### config.mk
export PLATFORM = sky130hd
export DESIGN_NAME = mfcc_tx_scheduler
export DESIGN_NICKNAME = d
export VERILOG_FILES = /design/src/rtl/mfcc_tx_scheduler.sv
export SDC_FILE = /design/constraint.sdc
export NUM_CORES = 1
export LEC_CHECK = 0
export CAP_MARGIN = 0
export CORE_ASPECT_RATIO = 1.5
export CORE_MARGIN = 1
export CORE_UTILIZATION = 52
export CTS_CLUSTER_DIAMETER = 30
export DETAILED_ROUTE_END_ITERATION = 7
export GPL_ROUTABILITY_DRIVEN = 0
export MAX_ROUTING_LAYER = met4
export PLACE_DENSITY = 0.91
export SLEW_MARGIN = 5
export SYNTH_ARGS = -nofsm -noshare
export SYNTH_HDL_FRONTEND = slang
export SYNTH_SLANG_ARGS = --single-unit
### constraint.sdc
create_clock -name clk -period 2.35 [get_ports clk]
set_input_delay 0.3525 -clock clk [delete_from_list [all_inputs] [get_ports clk]]
set_output_delay 0.3525 -clock clk [all_outputs]
set_load 0.05 [all_outputs]
### src/rtl/mfcc_tx_scheduler.sv
`default_nettype none
// +--------------------------------------------------------------------------+
// | Module     : mfcc_tx_scheduler                                           |
// | Description: Packetizes MFCC frames and PCM samples into a framed byte   |
// |              stream for the SPI TX FIFO. Round-robin arbitration at      |
// |              packet boundaries, FIFO-full stalling, overrun drop counts, |
// |              and MFCC core re-arm sequencing.                            |
// | Config     : TX_SCHED_CHECKSUM_EN appends an XOR checksum byte to every  |
// |              packet (tag and payload bytes, sync byte excluded).         |
// | Revision   : 1.0 - initial release                                       |
// +--------------------------------------------------------------------------+
module mfcc_tx_scheduler #(
  parameter int          NUM_COEFFS  = 12,
  parameter int          COEFF_WIDTH = 16,
  parameter int          PCM_WIDTH   = 16,
  parameter logic [7:0]  SYNC_BYTE   = 8'hA5
) (
  input  logic                              clk,
  input  logic                              rst_n,
  input  logic                              mfcc_done_i,
  input  logic [NUM_COEFFS*COEFF_WIDTH-1:0] mfcc_frame_i,
  output logic                              mfcc_start_o,
  input  logic                              pcm_ready_i,
  input  logic [PCM_WIDTH-1:0]              pcm_i,
  input  logic                              fifo_full_i,
  output logic                              fifo_wr_en_o,
  output logic [7:0]                        fifo_data_o,
  output logic                              busy_o,
  output logic [7:0]                        mfcc_drop_o,
  output logic [7:0]                        pcm_drop_o
);

  localparam int FRAME_W = NUM_COEFFS * COEFF_WIDTH;
  localparam int NBYTES  = 2 * NUM_COEFFS;
  localparam int IDX_W   = (NBYTES > 2) ? $clog2(NBYTES) : 1;
  localparam int OFF_W   = $clog2(FRAME_W);
  localparam logic [7:0]       TAG_MFCC  = 8'h4D;
  localparam logic [7:0]       TAG_PCM   = 8'h50;
  localparam logic [IDX_W-1:0] LAST_MFCC = IDX_W'(NBYTES - 1);
  localparam logic [IDX_W-1:0] LAST_PCM  = IDX_W'(1);

`ifdef TX_SCHED_CHECKSUM_EN
  typedef enum logic [2:0] {IDLE, HDR, TAG, PAYLOAD, CSUM} state_t;
`else
  typedef enum logic [1:0] {IDLE, HDR, TAG, PAYLOAD} state_t;
`endif

  state_t               state, next_state;
  logic [FRAME_W-1:0]   mfcc_buf;
  logic                 mfcc_pend, mfcc_sending;
  logic [PCM_WIDTH-1:0] pcm_hold, pcm_send;
  logic                 pcm_pend;
  logic                 cur_mfcc, last_grant_mfcc;
  logic [IDX_W-1:0]     idx, last_idx;
  logic                 first_start;
  logic                 grant_mfcc, grant_pcm, pkt_done;
  logic [OFF_W-1:0]     bit_off;
  logic [7:0]           mfcc_byte, pcm_byte, payload_byte;
`ifdef TX_SCHED_CHECKSUM_EN
  logic [7:0]           csum;
`endif

  assign bit_off      = OFF_W'({idx, 3'b000});
  assign mfcc_byte    = mfcc_buf[bit_off +: 8];
  assign pcm_byte     = idx[0] ? pcm_send[15:8] : pcm_send[7:0];
  assign payload_byte = cur_mfcc ? mfcc_byte : pcm_byte;
  assign last_idx     = cur_mfcc ? LAST_MFCC : LAST_PCM;
  assign busy_o       = (state != IDLE);

  // State register; reset aborts any packet in flight.
  always_ff @(posedge clk or negedge rst_n) begin
    if (!rst_n) state <= IDLE;
    else        state <= next_state;
  end

  // Next-state, grant decision and byte-stream outputs.
  always_comb begin
    next_state   = state;
    grant_mfcc   = 1'b0;
    grant_pcm    = 1'b0;
    pkt_done     = 1'b0;
    fifo_wr_en_o = (state != IDLE) && !fifo_full_i;
    fifo_data_o  = 8'h00;
    case (state)
      IDLE: begin
        // On a tie, the source not granted last wins.
        if (mfcc_pend && (!pcm_pend || !last_grant_mfcc)) begin
          grant_mfcc = 1'b1;
          next_state = HDR;
        end else if (pcm_pend) begin
          grant_pcm  = 1'b1;
          next_state = HDR;
        end
      end
      HDR: begin
        fifo_data_o = SYNC_BYTE;
        if (fifo_wr_en_o) next_state = TAG;
      end
      TAG: begin
        fifo_data_o = cur_mfcc ? TAG_MFCC : TAG_PCM;
        if (fifo_wr_en_o) next_state = PAYLOAD;
      end
      PAYLOAD: begin
        fifo_data_o = payload_byte;
        if (fifo_wr_en_o && (idx == last_idx)) begin
`ifdef TX_SCHED_CHECKSUM_EN
          next_state = CSUM;
`else
          next_state = IDLE;
          pkt_done   = 1'b1;
`endif
        end
      end
`ifdef TX_SCHED_CHECKSUM_EN
      CSUM: begin
        fifo_data_o = csum;
        if (fifo_wr_en_o) begin
          next_state = IDLE;
          pkt_done   = 1'b1;
        end
      end
`endif
      default: next_state = IDLE;
    endcase
  end

  // Grant bookkeeping and payload byte index.
  always_ff @(posedge clk or negedge rst_n) begin
    if (!rst_n) begin
      cur_mfcc        <= 1'b0;
      last_grant_mfcc <= 1'b0;
      idx             <= '0;
    end else if (grant_mfcc || grant_pcm) begin
      cur_mfcc        <= grant_mfcc;
      last_grant_mfcc <= grant_mfcc;
      idx             <= '0;
    end else if (fifo_wr_en_o && (state == PAYLOAD)) begin
      idx <= idx + IDX_W'(1);
    end
  end

  // MFCC frame buffer: held until its last byte is accepted, freed one cycle later.
  always_ff @(posedge clk or negedge rst_n) begin
    if (!rst_n) begin
      mfcc_buf     <= '0;
      mfcc_pend    <= 1'b0;
      mfcc_sending <= 1'b0;
      mfcc_drop_o  <= 8'h00;
    end else begin
      if (grant_mfcc) begin
        mfcc_pend    <= 1'b0;
        mfcc_sending <= 1'b1;
      end else if (pkt_done && cur_mfcc) begin
        mfcc_sending <= 1'b0;
      end
      if (mfcc_done_i) begin
        if (mfcc_pend || mfcc_sending) begin
          if (mfcc_drop_o != 8'hFF) mfcc_drop_o <= mfcc_drop_o + 8'd1;
        end else begin
          mfcc_buf  <= mfcc_frame_i;
          mfcc_pend <= 1'b1;
        end
      end
    end
  end

  // PCM holding register; emptied into the send register at grant.
  always_ff @(posedge clk or negedge rst_n) begin
    if (!rst_n) begin
      pcm_hold   <= '0;
      pcm_send   <= '0;
      pcm_pend   <= 1'b0;
      pcm_drop_o <= 8'h00;
    end else begin
      if (grant_pcm) begin
        pcm_send <= pcm_hold;
        pcm_pend <= 1'b0;
      end
      // A sample arriving in the grant cycle lands in the freed register.
      if (pcm_ready_i) begin
        if (pcm_pend && !grant_pcm) begin
          if (pcm_drop_o != 8'hFF) pcm_drop_o <= pcm_drop_o + 8'd1;
        end else begin
          pcm_hold <= pcm_i;
          pcm_pend <= 1'b1;
        end
      end
    end
  end

  // MFCC core re-arm: once after reset release and after each MFCC packet.
  always_ff @(posedge clk or negedge rst_n) begin
    if (!rst_n) begin
      first_start  <= 1'b1;
      mfcc_start_o <= 1'b0;
    end else begin
      first_start  <= 1'b0;
      mfcc_start_o <= first_start || (pkt_done && cur_mfcc);
    end
  end

`ifdef TX_SCHED_CHECKSUM_EN
  // Running XOR over tag and payload bytes as they are accepted.
  always_ff @(posedge clk or negedge rst_n) begin
    if (!rst_n) begin
      csum <= 8'h00;
    end else if (fifo_wr_en_o) begin
      if (state == HDR)          csum <= 8'h00;
      else if (state == TAG)     csum <= fifo_data_o;
      else if (state == PAYLOAD) csum <= csum ^ fifo_data_o;
    end
  end
`endif

endmodule
`default_nettype wire

==> results of run 1 <==
cell usage in the layout (no fill, tap or decap), types with 5 or more instances in the layout:
| cell | Yosys | final |
|---|---|---|
| clkdlybuf4s50_1 | 0 | 228 |
| inv_6 | 0 | 10 |
| nand2_1 | 19 | 19 |
| nor3_1 | 6 | 6 |
| diode_2 | 0 | 5 |
| ha_1 | 7 | 7 |
| nand3_1 | 17 | 15 |
| dfrtp_1 | 252 | 249 |
| a22oi_1 | 28 | 18 |
| mux2_2 | 234 | 234 |
| a22oi_2 | 0 | 10 |
| bufinv_16 | 0 | 5 |
| clkbuf_16 | 0 | 40 |
| buf_12 | 0 | 16 |
| inv_1 | 6 | 6 |
| nand2b_1 | 6 | 6 |
| buf_6 | 6 | 9 |
| mux4_2 | 25 | 25 |
| o21ai_0 | 11 | 11 |
| xor2_1 | 9 | 9 |
| clkinv_4 | 0 | 5 |
| xnor2_1 | 9 | 9 |
| mux2i_1 | 49 | 48 |
| buf_4 | 6 | 34 |
| nor2_1 | 14 | 13 |
how the worst max path moves through the flow:
| stage | startpoint | end | slack, ns | cells after the start |
|---|---|---|---|---|
| floorplan | idx[0]$_DFFE_PN0P_ | fifo_data_o[4] | -0.002 | 7 |
| global placement | idx[0]$_DFFE_PN0P_ | fifo_data_o[6] | -0.05 | 6 |
| detailed placement | idx[0]$_DFFE_PN0P_ | fifo_data_o[6] | -0.06 | 6 |
| CTS | idx[0]$_DFFE_PN0P_ | fifo_data_o[0] | -0.48 | 7 |
| global route | idx[0]$_DFFE_PN0P_ | fifo_data_o[1] | -0.59 | 7 |
| finish | idx[0]$_DFFE_PN0P_ | fifo_data_o[1] | -0.53 | 7 |
state kept, by name, indices dropped and copies added, names as in the netlist, 2 cells and up:
| register | count |
|---|---|
| pcm_hold | 16 |
| pcm_drop_o | 8 |
| pcm_send | 16 |
| mfcc_buf | 192 |
| idx | 5 |
| mfcc_drop_o | 8 |
| state | 2 |
worst reg2reg max path, stage by stage, from the launching register on:
cell,delay [ns]
dfrtp_1,0.47
buf_4,0.23
and2_1,0.30
a31oi_1,0.15
or4_4,0.48
a21oi_4,0.20
mux2_1,0.33
repair_timing:
item,4_1_cts,5_1_grt
pin swaps,25,15
hold endpoints to repair,62,0
hold buffers,1,0
resized for setup,37,13
setup endpoints to repair,9,8
setup buffers,8,4
cloned,3,0
where the power goes:
| part | switching (mW) | leakage, nW | total [mW] | internal (mW) |
|---|---|---|---|---|
| clock network | 2.20 | 0.678 | 6.01 | 3.81 |
| registers | 1.34 | 3.15 | 7.69 | 6.35 |
| logic | 4.00 | 3.05 | 8.70 | 4.70 |
metrics by stage:
stage / std cells / power [mW] / setup TNS, ns
floorplan: 802 / 13.0 / -0.00173
global placement: 1306 / 15.4 / -0.0509
detailed placement: 1306 / 15.7 / -0.145
CTS: 1387 / 22.4 / -3.44
global route: 1395 / 23.4 / -4.29
finish: 1395 / 22.4 / -3.84
routing by layer:
layer  vias up  GRT usage (%)  wire length [um]
met5         -              -                 0
met4         0           18.1              1910
met3       104           4.21              1380
met2       299           49.4             16700
li1       3564              -                 -
met1      4076           31.7             11500
kinds of logic (layout without fill, tap and decap cells):
group                      Yosys count  in the layout
muxes                              309            309
DFF                                253            253
and+or+nand+nor                     90             90
AOI/OAI and AO/OA                   69             69
buffers and inverters               55            371
xor gates and xnor gates            18             18
adders and majority gates            7              7
other                                1              6
layout make-up:
| type | count | area [um2] |
|---|---|---|
| inverter | 6 | 22.5 |
| clock inverter | 25 | 340 |
| clock buffer | 46 | 1040 |
| timing repair buffer | 294 | 3090 |
| multi-input combinational | 494 | 5100 |
| fill | 1314 | 5510 |
| antenna | 5 | 12.5 |
| sequential | 253 | 6340 |
| tap | 272 | 340 |
==> results.tsv, run 1 <==
metric	value	unit
status	finished, violations left	
violations	negative setup slack	
drt-pass1-iter-count	5	
synth-simple-area-share	4.12	%
drive_above_1_share	38.7	%
wl_per_cell	22.6	um
maxCapViolations	0	
antenna_left	0	
nNetsFinal	1308	
fmax	347	MHz
die_h	185	um
critPathKind	flop to output pin	
synth_top_family_by_area	multiplexers	
crit_buf_inv	3	
clk_path_buf_depth	3	
critPathCaptureType	output pin	
reg2reg_from	idx[2]$_DFFE_PN0P_	
fin_area	16300	um2
grt_max_degree	77	
worst_ir_drop_vdd	711	uV
yosys-top-cells-area	dfrtp_1 (54%), mux2_2 (23%), mux4_2 (4.9%)	
htree_levels	2	
synth_cell_type_count	55	
cts_tree	built	
period_minus_slack	2.88	ns
yosys.area_share.xor_xnor	1.36	%
powerDensity	1380	nW/um2
ios	240	
synth_compound_area_share	4.38	%
setup_ws	-0.534	ns
track_usage	29.1	%
core_area	21800	um2
reg2reg_depth	6	
syn_area	11600	um2
cts_root_buffer	clkbuf_16	
finalSetupViolCount	8	
dominantRegCellSynth	dfrtp_1	
worstPathArrival	2.53	ns
area_growth	40.7	%
yosysSeqAreaShare	54.7	%
io_buffers	239	
final_core_util	74.7	%
initial_core_util	53.1	%
synth_fa_ha_area_share	0.757	%
max_stage_delay	0.52	ns
rrSetupSlack	0.06	ns
crit_path_start_kind	flop	
relSlewSlack	54.8	%
synth_common_cells	dfrtp_1 (252), mux2_2 (234), mux2i_1 (49)	
cp_common_cell	buf_12	
finalClockSkew	0.0154	ns
period_share	123	%
crit_required	2.00	ns
crit_fanout	5	
numClockSinks	253	
syn_inst	802	
fp-row-count	66	
drc	0	
static-leakage-power	6.87	nW
grt_pass1_vias	8760	
cpMaxStageDelayCell	dfrtp_4	
maxSlewViolCount	0	
vias	8043	
synth_mux_area_share	32.0	%
insertion_delay	0.52	ns
yosysMostFrequentCell	dfrtp_1	
netlist.area_leader.share	54.5	%
first_iter_violations	416	
clk_pin_slew_worst_paths	0.05	ns
finalHoldViolations	0	
timing.hold.ws	0.376	ns
async_reset_ff_share	100	%
via_per_inst	5.77	
overflow	0	
numCtsBuffers	39	
synth.avg_cell_area	14.4	um2
critical_path.cell_chain	buf_12 > buf_12 > mux4_2 > a211oi_2 > a211o_1 > a31oi_2 > buf_6	
yosys.area.top_type	dfrtp_1	
synth_seq_cells	253	
ys_warn_count	0	
wirelength	31.5	mm
placed_area	14500	um2
pre_cts_slack	-0.0610	ns
crit_family	compound AO/OA/AOI/OAI gates	
worstReg2RegEnd	state[1]$_DFFE_PN0P_	
grt_pass1_wl	47.7	mm
rsz0062_at_grt	yes	
hpwl	21.7	mm
antenna_found_initial	5	
dieArea	22900	um2
worst-slew-pin-transition	0.678	ns
synth_nets	1022	
synth_edf_count	0	
hp-class	primary input to async pin	
fp.dieW	124	um
Note: power is estimated with default switching activity, not from simulation.
==> inputs of run 2 (changes only) <==
SETUP_SLACK_MARGIN = 0.4   (was default)
==> results.tsv, run 2 (synthesized netlist as in run 1, its figures left out) <==
metric	value	unit
status	finished, violations left	
violations	negative setup slack	
area_growth	42.5	%
critPathCaptureType	output pin	
crit_fanout	7	
crit_buf_inv	1	
powerDensity	1400	nW/um2
crit_cells	5	
drc	0	
mostFrequentLayoutCells	dfrtp_1 (246), mux2_2 (233), clkdlybuf4s50_1 (211)	
first_iter_violations	576	
drive_above_1_share	41.6	%
cpMaxStageDelayCell	nor2_1	
hp-class	primary input to async pin	
core_area	21800	um2
critical_path.cell_chain	nor2_1 > nand3_1 > a311o_1 > o31ai_4 > buf_6	
hpwl	23.0	mm
crit_family	simple AND/OR/NAND/NOR gates	
pre_cts_slack	-0.122	ns
wl_per_cell	24.6	um
ios	240	
fp-row-count	66	
antenna_cells	0	
grt_max_degree	90	
reg2reg_depth	7	
cts_tree	built	
nNetsFinal	1326	
finalClockSkew	0.0164	ns
multi_input_area	5240	um2
seq_area	6340	um2
io_buffers	239	
mostFrequentLayoutCell	dfrtp_1	
instances_no_fill	1405	
period_minus_slack	2.92	ns
grt_pass1_vias	9122	
via_per_inst	5.99	
clk_path_buf_depth	3	
static-leakage-power	7.00	nW
max_stage_delay	0.55	ns
period_share	124	%
tns	-4.15	ns
final_core_util	75.7	%
vias	8416	
worst-slew-pin-transition	0.639	ns
die_h	185	um
cts_root_buffer	clkbuf_16	
largestRegisters	mfcc_buf: 192 flops, pcm_hold: 16 flops, pcm_send: 16 flops	
track_usage	30.7	%
crit_path_start_kind	flop	
largest_reg_flops	192	
fin_area	16500	um2
placed_area	14700	um2
antenna_left	0	
wirelength	34.6	mm
critPathKind	flop to output pin	
maxCapViolations	0	
dieArea	22900	um2
numClockSinks	253	
top_register	mfcc_buf	
fp.dieW	124	um
worstPathArrival	2.57	ns
overflow	0	
power	23.2	mW
grt_pass1_wl	50.2	mm
dp.cells	1312	
setup_ws	-0.568	ns
crit_required	2.00	ns
initial_core_util	53.1	%
timing.hold.ws	0.375	ns
relSlewSlack	57.3	%
htree_levels	2	
rsz0062_at_grt	yes	
finalHoldViolations	0	
fmax	343	MHz
finalSetupViolCount	8	
worst_ir_drop_vdd	802	uV
clk_pin_slew_worst_paths	0.06	ns
drt-pass1-iter-count	5	
fillers	1262	
maxSlewViolCount	0	
insertion_delay	0.53	ns
numCtsBuffers	37	
antenna_found_initial	0	
## run 2: cell type report
class	count	share of cell area [%]
flip-flops and latches	253	38.4
multi-input cells	494	31.8
repair buffers	314	19.4
clock buffers	43	6.19
well taps	272	2.06
clock inverters	23	1.91
inverters	6	0.205
## run 2: layer usage
metal  global-route usage [%]  up-vias  part of all wire, %
li1                         -     3580                    -
met1                     33.3     4285                   36
met2                     52.3      415                   52
met3                     4.12      136                  5.4
met4                     18.9        0                  6.6
met5                        -        -                    0
## run 2: path summary, 6_finish.rpt
kind / startpoint / end / slack [ns]
max in group asynchronous: rst_n / first_start$_DFF_PN1_ / 1.12
hold / removal: rst_n / pcm_drop_o[4]$_DFFE_PN0P_ / 0.38
hold reg to reg: pcm_hold[4]$_DFFE_PN0P_ / pcm_send[4]$_DFFE_PN0P_ / 0.50
setup reg to reg: idx[1]$_DFFE_PN0P_ / state[1]$_DFFE_PN0P_ / 0.10
min in group clk: mfcc_frame_i[147] / mfcc_buf[147]$_DFFE_PN0P_ / 0.44
setup / recovery: idx[3]$_DFFE_PN0P_ / fifo_data_o[4] / -0.57
## run 2: what timing repair did
item	in CTS	in global routing
resized for setup	48	34
gates cloned	0	2
endpoints found under the setup margin	39	44
hold buffers	1	0
hold endpoints to repair	66	0
buffers inserted	10	14
pin swaps	7	8
## run 2: where the power goes
part	leakage [nW]	internal, mW	switching (mW)
clock network	0.646	3.82	2.13
registers	3.14	6.35	1.47
logic	3.21	5.01	4.38
==> inputs of run 3 (changes only) <==
CORE_ASPECT_RATIO = default   (was 1.5)
==> results.tsv, run 3 (synthesized netlist as in run 1, its figures left out) <==
metric	value	unit
status	finished, violations left	
violations	negative setup slack	
hpwl	22.3	mm
grt_max_degree	72	
max_stage_delay	0.53	ns
worst-slew-pin-transition	0.600	ns
clk_path_buf_depth	3	
maxCapViolations	0	
worstPathArrival	2.79	ns
fmax	318	MHz
nNetsFinal	1338	
finalClockSkew	0.0270	ns
crit_buf_inv	3	
insertion_delay	0.54	ns
pre_cts_slack	-0.0864	ns
first_iter_violations	691	
internal_power	16.1	mW
vias	8777	
ios	240	
grt.met2_usage	52.7	%
relSlewSlack	60.0	%
fin_area	17100	um2
track_usage	32.5	%
finalSetupViolCount	8	
drt-pass1-iter-count	5	
critPathKind	flop to output pin	
pwr-share-clk	27.2	%
period_minus_slack	3.14	ns
crit_path_start_kind	flop	
mostFrequentLayoutCells	dfrtp_1 (247), clkdlybuf4s50_1 (211), mux2_2 (201)	
htree_levels	2	
finalHoldViolations	0	
dieArea	22900	um2
rsz0062_at_grt	yes	
numCtsBuffers	46	
maxSlewViolCount	0	
busiest_layer	met2	
core_area	21800	um2
crit_fanout	6	
cts_tree	built	
io_buffers	239	
reg2reg_depth	5	
mostFrequentLayoutCell	dfrtp_1	
wirelength	38.2	mm
worst_ir_drop_vdd	856	uV
static-leakage-power	7.32	nW
grt_pass1_wl	53.1	mm
critPathLaunch	idx[0]$_DFFE_PN0P_	
wl_per_cell	26.5	um
die_h	151	um
hp-class	primary input to async pin	
cts_root_buffer	clkbuf_16	
combPwrFrac	41.0	%
via_per_inst	6.09	
period_share	134	%
drc	0	
critical_path.cell_chain	buf_12 > buf_4 > mux4_2 > a22oi_2 > nand3_2 > a22o_4 > buf_6	
gr-usage-met3	5.63	%
drive_above_1_share	42.9	%
reg2reg_from	idx[3]$_DFFE_PN0P_	
pwr-share-seq	31.8	%
overflow	0	
numClockSinks	253	
grt_use_met1	39.5	%
crit_required	2.00	ns
largestRegisters	mfcc_buf: 192 flops, pcm_hold: 16 flops, pcm_send: 16 flops	
switching_share	35.3	%
critPathCaptureType	output pin	
initial_core_util	53.1	%
grt_pass1_vias	9030	
final_core_util	78.2	%
powerDensity	1450	nW/um2
p_sw	8.75	mW
area_growth	47.5	%
clk_pin_slew_worst_paths	0.06	ns
fp-row-count	54	
largest_reg_flops	192	
crit_family	compound AO/OA/AOI/OAI gates	
placed_area	14700	um2
rrSetupSlack	0.17	ns
fp.dieW	151	um
setup_ws	-0.792	ns
antenna_found_initial	6	
antenna_left	0	
cpMaxStageDelayCell	dfrtp_4	
top_register	mfcc_buf	
worstReg2RegEnd	state[1]$_DFFE_PN0P_	
[run 3: per-layer routing]
metal  routed length (um)  part of all wire [%]  vias to the layer above
li1                     -                     -                     3619
met1                14300                    38                     4466
met2                18600                    49                      529
met3                 2840                   7.4                      163
met4                 2330                   6.1                        0
met5                    0                     0                        -
[run 3: timing repair]
action	in CTS	in global routing
gates cloned	2	2
hold endpoints to repair	63	0
setup buffers	15	14
endpoints found under the setup margin	62	51
pin swaps	8	19
hold buffers	1	0
gates resized for setup	66	65
[run 3: power by group through the flow]
stage               logic, mW  clock network (mW)  registers [mW]
finish                   10.2                6.75            7.90
global route             10.6                7.01            8.05
CTS                      9.19                6.74            7.73
detailed placement       8.41                   0            7.69
global placement         8.10                   0            7.58
floorplan                5.75                   0            7.52
[run 3: worst max path at each step]
stage               slack, ns              to  depth (start not counted)
detailed placement      -0.09  fifo_data_o[4]                          6
global placement        -0.02  fifo_data_o[4]                          6
CTS                     -0.58  fifo_data_o[0]                          6
floorplan                0.27  fifo_data_o[7]                          8
finish                  -0.79  fifo_data_o[2]                          7
global route            -0.81  fifo_data_o[2]                          7
[run 3: worst register-to-register path, stage by stage (launching register included)]
cell      delay [ns]
dfrtp_1         0.52
buf_4           0.25
nand2b_4        0.16
or4_4           0.59
a21oi_4         0.20
mux2_4          0.32
[run 3: metrics by stage]
stage / power (mW) / cells / hold WS, ns / TNS (ns)
after detailed placement: 16.1 / 1316 / 0.353 / -0.195
final: 24.8 / 1441 / 0.360 / -5.18
after CTS: 23.6 / 1419 / 0.391 / -4.27
after global placement: 15.7 / 1316 / 0.349 / -0.0450
after floorplan: 13.3 / 802 / 0.0569 / 0
after global routing: 25.7 / 1441 / 0.415 / -5.46
[run 3: final cells by class]
class,instances,area [um2]
Inverter,6,38.8
Sequential cell,253,6340
Clock inverter,32,363
Clock buffer,53,1220
Multi-Input combinational cell,494,5420
Antenna cell,6,15.0
Timing Repair Buffer,317,3330
Fill cell,1132,4750
Tap cell,280,350
